<file path="config.mk">
export PLATFORM = sky130hd
export DESIGN_NAME = mc_wb_queue
export DESIGN_NICKNAME = d
export VERILOG_FILES = /design/src/rtl/mc_wb_queue.sv
export SDC_FILE = /design/constraint.sdc
export NUM_CORES = 1
export LEC_CHECK = 0
export CELL_PAD_IN_SITES_DETAIL_PLACEMENT = 1
export CELL_PAD_IN_SITES_GLOBAL_PLACEMENT = 1
export CORE_MARGIN = 10
export CORE_UTILIZATION = 46
export DETAILED_ROUTE_END_ITERATION = 12
export PLACE_DENSITY = 0.81
export SETUP_SLACK_MARGIN = 0.5
export SLEW_MARGIN = 30
export SYNTH_ARGS = -nofsm -noshare
export SYNTH_HDL_FRONTEND = slang
export SYNTH_SLANG_ARGS = --single-unit
</file>
<file path="constraint.sdc">
create_clock -name Clk -period 2.6 [get_ports Clk]
set_input_delay 0.39 -clock Clk [delete_from_list [all_inputs] [get_ports Clk]]
set_output_delay 0.39 -clock Clk [all_outputs]
set_load 0.02 [all_outputs]
</file>
<file path="src/rtl/mc_wb_queue.sv">
// mc_wb_queue: FIFO that holds mod-unit results and drains them into the
// register file write port on cycles the single-cycle pipeline leaves free.
// Ports: Clk/Reset (async, active-low); Mc_We/Mc_Result/Mc_Dest push side,
// Mc_Ready = not full; Pipe_We blocks the drain; Rf_We/Rf_Addr/Rf_Data drive
// the register file; Count = occupancy; Overflow = sticky lost push;
// Hazard flags Rs_Addr/Rt_Addr matching a queued dest (macro WB_HAZARD_EN,
// tied to 0 when the macro is undefined).
module mc_wb_queue #(
    parameter int DEPTH  = 4,
    parameter int DATA_W = 32,
    parameter int ADDR_W = 5,
    localparam int PTR_W = $clog2(DEPTH),
    localparam int CNT_W = PTR_W + 1
) (
    input  logic              Clk,
    input  logic              Reset,
    input  logic              Mc_We,
    input  logic [DATA_W-1:0] Mc_Result,
    input  logic [ADDR_W-1:0] Mc_Dest,
    output logic              Mc_Ready,
    input  logic              Pipe_We,
    input  logic [ADDR_W-1:0] Rs_Addr,
    input  logic [ADDR_W-1:0] Rt_Addr,
    output logic              Rf_We,
    output logic [ADDR_W-1:0] Rf_Addr,
    output logic [DATA_W-1:0] Rf_Data,
    output logic              Hazard,
    output logic [CNT_W-1:0]  Count,
    output logic              Overflow
);

    logic [ADDR_W-1:0] mem_dest_q [DEPTH];
    logic [DATA_W-1:0] mem_data_q [DEPTH];

    logic [PTR_W-1:0] rd_ptr_q, rd_ptr_d;
    logic [PTR_W-1:0] wr_ptr_q, wr_ptr_d;
    logic [CNT_W-1:0] count_q, count_d;
    logic             ovf_q, ovf_d;

    logic full;
    logic pop;
    logic push_req;
    logic push;

    assign full     = (count_q == CNT_W'(DEPTH));
    assign pop      = (count_q != '0) & ~Pipe_We;
    // Writes to $zero are dropped before they can occupy a slot.
    assign push_req = Mc_We & (Mc_Dest != '0);
    // A pop on the same edge frees the slot, so a full queue still accepts.
    assign push     = push_req & (~full | pop);

    always_comb begin
        rd_ptr_d = rd_ptr_q;
        wr_ptr_d = wr_ptr_q;
        count_d  = count_q;
        ovf_d    = ovf_q;
        if (pop) begin
            rd_ptr_d = rd_ptr_q + PTR_W'(1);
        end
        if (push) begin
            wr_ptr_d = wr_ptr_q + PTR_W'(1);
        end
        if (push_req & ~push) begin
            ovf_d = 1'b1;
        end
        unique case ({push, pop})
            2'b10:   count_d = count_q + CNT_W'(1);
            2'b01:   count_d = count_q - CNT_W'(1);
            default: count_d = count_q;
        endcase
    end

    always_ff @(posedge Clk or negedge Reset) begin
        if (!Reset) begin
            rd_ptr_q <= '0;
            wr_ptr_q <= '0;
            count_q  <= '0;
            ovf_q    <= 1'b0;
        end else begin
            rd_ptr_q <= rd_ptr_d;
            wr_ptr_q <= wr_ptr_d;
            count_q  <= count_d;
            ovf_q    <= ovf_d;
        end
    end

    // Storage is deliberately not reset; validity comes from the count.
    always_ff @(posedge Clk) begin
        if (push) begin
            mem_dest_q[wr_ptr_q] <= Mc_Dest;
            mem_data_q[wr_ptr_q] <= Mc_Result;
        end
    end

    assign Rf_We    = pop;
    assign Rf_Addr  = mem_dest_q[rd_ptr_q];
    assign Rf_Data  = mem_data_q[rd_ptr_q];
    assign Mc_Ready = ~full;
    assign Count    = count_q;
    assign Overflow = ovf_q;

`ifdef WB_HAZARD_EN
    // Distance of a slot from the head; slot is valid when below Count.
    function automatic logic [CNT_W-1:0] slot_ofs(
        input logic [PTR_W-1:0] idx,
        input logic [PTR_W-1:0] head
    );
        logic [PTR_W-1:0] d;
        d = idx - head;
        return {1'b0, d};
    endfunction

    logic [DEPTH-1:0] slot_vld;
    logic             haz;

    always_comb begin
        slot_vld = '0;
        haz      = 1'b0;
        for (int i = 0; i < DEPTH; i++) begin
            slot_vld[i] = slot_ofs(PTR_W'(i), rd_ptr_q) < count_q;
            if (slot_vld[i]) begin
                if ((Rs_Addr != '0) && (mem_dest_q[i] == Rs_Addr)) begin
                    haz = 1'b1;
                end
                if ((Rt_Addr != '0) && (mem_dest_q[i] == Rt_Addr)) begin
                    haz = 1'b1;
                end
            end
        end
    end

    assign Hazard = haz;
`else
    logic unused_src;
    assign unused_src = ^{Rs_Addr, Rt_Addr};
    assign Hazard     = 1'b0;
`endif

endmodule

</file>
Word level (Yosys, flattened, before mapping) --
Memories as Yosys holds them, arrays and structs flattened. Cells that the tools add are included.
Storage, ports and cells: output and inout port bits 44, memories kept 2, input bits 51, flip-flop bits (word level) 8, RAM bits 148
Operators by class: bitwise operators 8, reduce and logical (&&, ||, !) cells 3, add/sub/neg operators 4, muxes and demuxes 3, equality and inequality tests 3
Memories:
- mem_data_q | words 4, bits a word 32, rd ports 1, clocked after memory_dff 0, wr ports 1, line 33 | logic [DATA_W-1:0] mem_data_q [DEPTH];
- mem_dest_q | words 4, bits a word 5, rd ports 1, clocked after memory_dff 0, wr ports 1, line 32 | logic [ADDR_W-1:0] mem_dest_q [DEPTH];
Operator list (count):
- one-hot mux 3 bit (2 select lines) | 1
- nonzero test 5 bit | 1
- adder 2 x 1 -> 2 bit (second input constant) | 2
- bitwise AND 1 bit | 4
- adder 3 x 1 -> 3 bit (second input constant) | 1
- == test 3 bit (second input constant) | 1
- NOT 1 bit | 3
- nonzero test 3 bit | 1
- subtractor 3 x 1 -> 3 bit (second input constant) | 1
- == test 2 x 1 -> 1 bit (second input constant) | 1
- == test 2 bit (second input constant) | 1
- two-way mux 1 bit | 2
- nonzero test 2 bit | 1
- OR 1 bit | 1

Logic depth before layout (Yosys ltp) --
depth in word-level cells 6, gate-level depth with buffers 9, depth with buffers taken out 9

Worst setup path before layout --
No wires, ideal clock.
kind register to register, from register count_q[2] (netlist: Count[2]), to memory mem_data_q[0][0] (enable), cell stages (with the launch flop) 4, path buffers 0, path slack 232 ps, required time 2202 ps, arrival 1970 ps, clock period less this slack 2368 ps, cell sequence dfrtp_1 nor4bb_4 a211oi_4 and2_1
Between the ends: word-level cells in the longest chain between the ends 6, elaborated cells between the ends (all ways) 8, classes of those cells 1 x eq/ne; 2 x mux; 4 x bitwise; 1 x reduce/logical
Ends and longest elaborated chain:
- from (decl) | line 37 | logic [CNT_W-1:0] count_q, count_d;
- from (signal assigned) | line 82 | count_q <= count_d;
- nonzero test 3 bit / == test 3 bit (equally long branches) | line 46, 45
- bitwise AND 1 bit / NOT 1 bit (equally long branches) | line 46, 50
- OR 1 bit * | line 50 | assign push = push_req & (~full | pop);
- bitwise AND 1 bit * | line 50
- two-way mux 1 bit * | line 89 | if (push) begin
- two-way mux 1 bit (implied by the code) * | line 91 | mem_data_q[wr_ptr_q] <= Mc_Result;
- to (decl) | line 33
Mark *: on every way between the ends. The rest lies on a longest branch, timed or not.

Final worst setup path --
from register rd_ptr_q[0], to output Rf_Data[16]
Between the ends: word-level cells in the longest chain between the ends 1
Ends and longest elaborated chain:
- from (decl) | line 35 | logic [PTR_W-1:0] rd_ptr_q, rd_ptr_d;
- from (signal assigned) | line 80 | rd_ptr_q <= rd_ptr_d;
- memory (4 x 32 bit)
- to (decl) | line 26 | output logic [DATA_W-1:0] Rf_Data,
Every way passes these cells.

==> results.toml <==
[run_status]
status = "completed"

[timing]
skew_ns = 0.0161
holdWs_ns = 0.261
setup_tns_ns = 0
period_share = 0.842
setup_violations = 0
rsz0062_at_grt = "true"
fmax_mhz = 457
hold_viol = 0
maxSlewViolCount = 0
min_period_ns = 2.19

[die]
initial_core_util = 0.467
ioPinCount = 95
die_height_um = 133
rows = 41
die_x_um = 133
core_area_sq_um = 12600
die_area_sq_um = 17700

[place]
placed_cells = 503
io_buffers = 83
dp_hpwl_mm = 7.84
place_congestion = 0.708

[synth]
async_reset_ff_frac = 0.0513
synthSimpleGateAreaFrac = 0.0173
synth_edf_count = 148
muxShareOfSynthArea = 0.146
synth-seq-cells = 156
yosysWarnings = 0
synth-compound-area-share = 0.00554
syn_nets = 296
synthAdderAreaFrac = 0.0141
synth_cells = 239
avgSynthCellArea_sq_um = 24.6
synth_cell_type_count = 25
synth_area_leaders = "edfxtp_1 76%, mux4_2 14%, dfrtp_1 3.4%"
synth.top_cell.area_share = 0.757
synth_top_family_by_area = "multiplexers"
synth_area_leader_cell = "edfxtp_1"
synth_area_sq_um = 5870
synth_ff_type = "edfxtp_1"
synth-xor-area-share = 0.00895
ys_seq_area_frac = 0.791

[global_routing]
grt_pass1_vias = 3204
grt_pass1_wl_mm = 19.0
grt-ovfl-total = 0
track_usage = 0.144
grt_max_degree = 30
antenna_found_initial = 0

[flow_run]
max-cap-violations = 0

[drt]
viasPerCell = 5.13
drcViolationCount = 0
vias = 2833
drt.antenna.violating_nets = 0
dr.pass1.iters = 6
routedWlPerCell_um = 22.9
initialDrtViolationCount = 207
routed_wl_mm = 12.6

[worst_setup_path]
worstPathRequired_ns = 2.21
startpoint_type = "flip-flop"
crit_type = "reg -> out"
cp_max_fo = 5
arrival_ns = 1.80
endpoint_kind = "primary output"

[clock_network]
root_buffer = "clkbuf_16"
clock_path_buffers = 2
clkSinkCount = 156
clk-insertion-delay-late_ns = 0.42
path_clk_slew_ns = 0.06
cts_tree = "built"
ctsHoldBuffers = 0
cts_made_buffers = 17
h-tree-depth = 4

[final_layout]
n_antenna_cell = 0
layout.cells.non_filler = 552
syn2layout_area_growth_pct = 34.7
drive_above_1_share = 0.413
nets = 424
mostFrequentLayoutCell = "edfxtp_1"
layout_common_cells = "148 x edfxtp_1, 40 x clkdlybuf4s50_1, 38 x buf_6"

[power_and_ir_drop]
ir_worst_vdd_mv = 0.566
fin_total_pwr_mw = 9.83
p_leak_nw = 2.80
power.density_nw_per_um2 = 1240

[min_path]
hold_path_class = "in -> async"
-- layout make-up --
cell class | count | area (sq um)
clock buffers | 17 | 425
inverters | 8 | 30.0
well taps | 172 | 215
fillers | 1036 | 4660
repair buffers | 118 | 1260
multi-input cells | 66 | 1150
clock inverters | 15 | 179
flip-flops and latches | 156 | 4650
-- timing repair --
item,CTS,global route
setup endpoints to repair,40,37
gates resized for setup,198,46
buffers inserted,7,7
pin swaps,2,3
cloned,2,1
-- metrics by stage --
step / utilization / cell area, sq um / worst slack, ns
6_report: 0.629 / 7910 / 0.411
5_1_grt: 0.629 / 7910 / 0.347
4_1_cts: 0.613 / 7700 / 0.374
3_5_place_dp: 0.559 / 7020 / -0.0106
3_3_place_gp: 0.559 / 7020 / 0.0847
2_1_floorplan: - / 5880 / 0.520
-- state kept, by name, summed over array words and instances (netlist names) --
name / flops
Overflow: 1
wr_ptr_q: 2
Count: 3
rd_ptr_q: 2
mem_data_q: 128
mem_dest_q: 20
-- power by group --
group	switching, mW	total [mW]	internal, mW
logic	1.85	3.83	1.98
clock network	0.922	2.51	1.58
registers	0.178	3.49	3.32
-- critical path, cell delays in order, from the launching register on --
cell and delay [ns]:
dfrtp_2 0.40, buf_8 0.16, clkbuf_16 0.17, mux4_2 0.50
buf_6 0.15
-- logic make-up after synthesis --
kind of cell    count (synthesis)
mux                            39
flops                         156
xor+xnor                        6
simple gates                   11
other cells                     1
fa+ha+maj                       6
compound gates                  3
buf+inv                        17
-- worst paths after layout --
| path | from | endpoint | slack (ns) | depth (start not counted) |
|---|---|---|---|---|
| max | rd_ptr_q[0]$_DFFE_PN0P_ | Rf_Data[16] | 0.41 | 4 |
| min | Reset | Count[1]$_DFFE_PN0P_ | 0.26 | 1 |
| max reg2reg | Count[0]$_DFFE_PN0P_ | Count[2]$_DFFE_PN0P_ | 0.53 | 9 |
| min reg2reg | Overflow$_DFFE_PN0P_ | Overflow$_DFFE_PN0P_ | 0.47 | 1 |
| max in group asynchronous | Reset | rd_ptr_q[1]$_DFFE_PN0P_ | 2.02 | 1 |
| min in group Clk | Mc_Dest[4] | mem_dest_q[0][4]$_DFFE_PP_ | 0.38 | 1 |
-- layer usage --
layer,track usage,vias to the layer above,routed length [um]
met5,0,-,0
met4,0.0458,0,108
met3,0.0496,10,610
met2,0.246,76,6820
met1,0.167,1499,5090
li1,-,1248,-
-- cells in the mapped netlist, drive strengths merged, types with 2 or more instances --
library cell,count
mux4,37
buf,8
dfrtp,8
xnor2,2
and2,4
xor2,4
inv,8
nor2,2
edfxtp,148
ha,5
No activity file was read; power rests on OpenSTA's default activity.
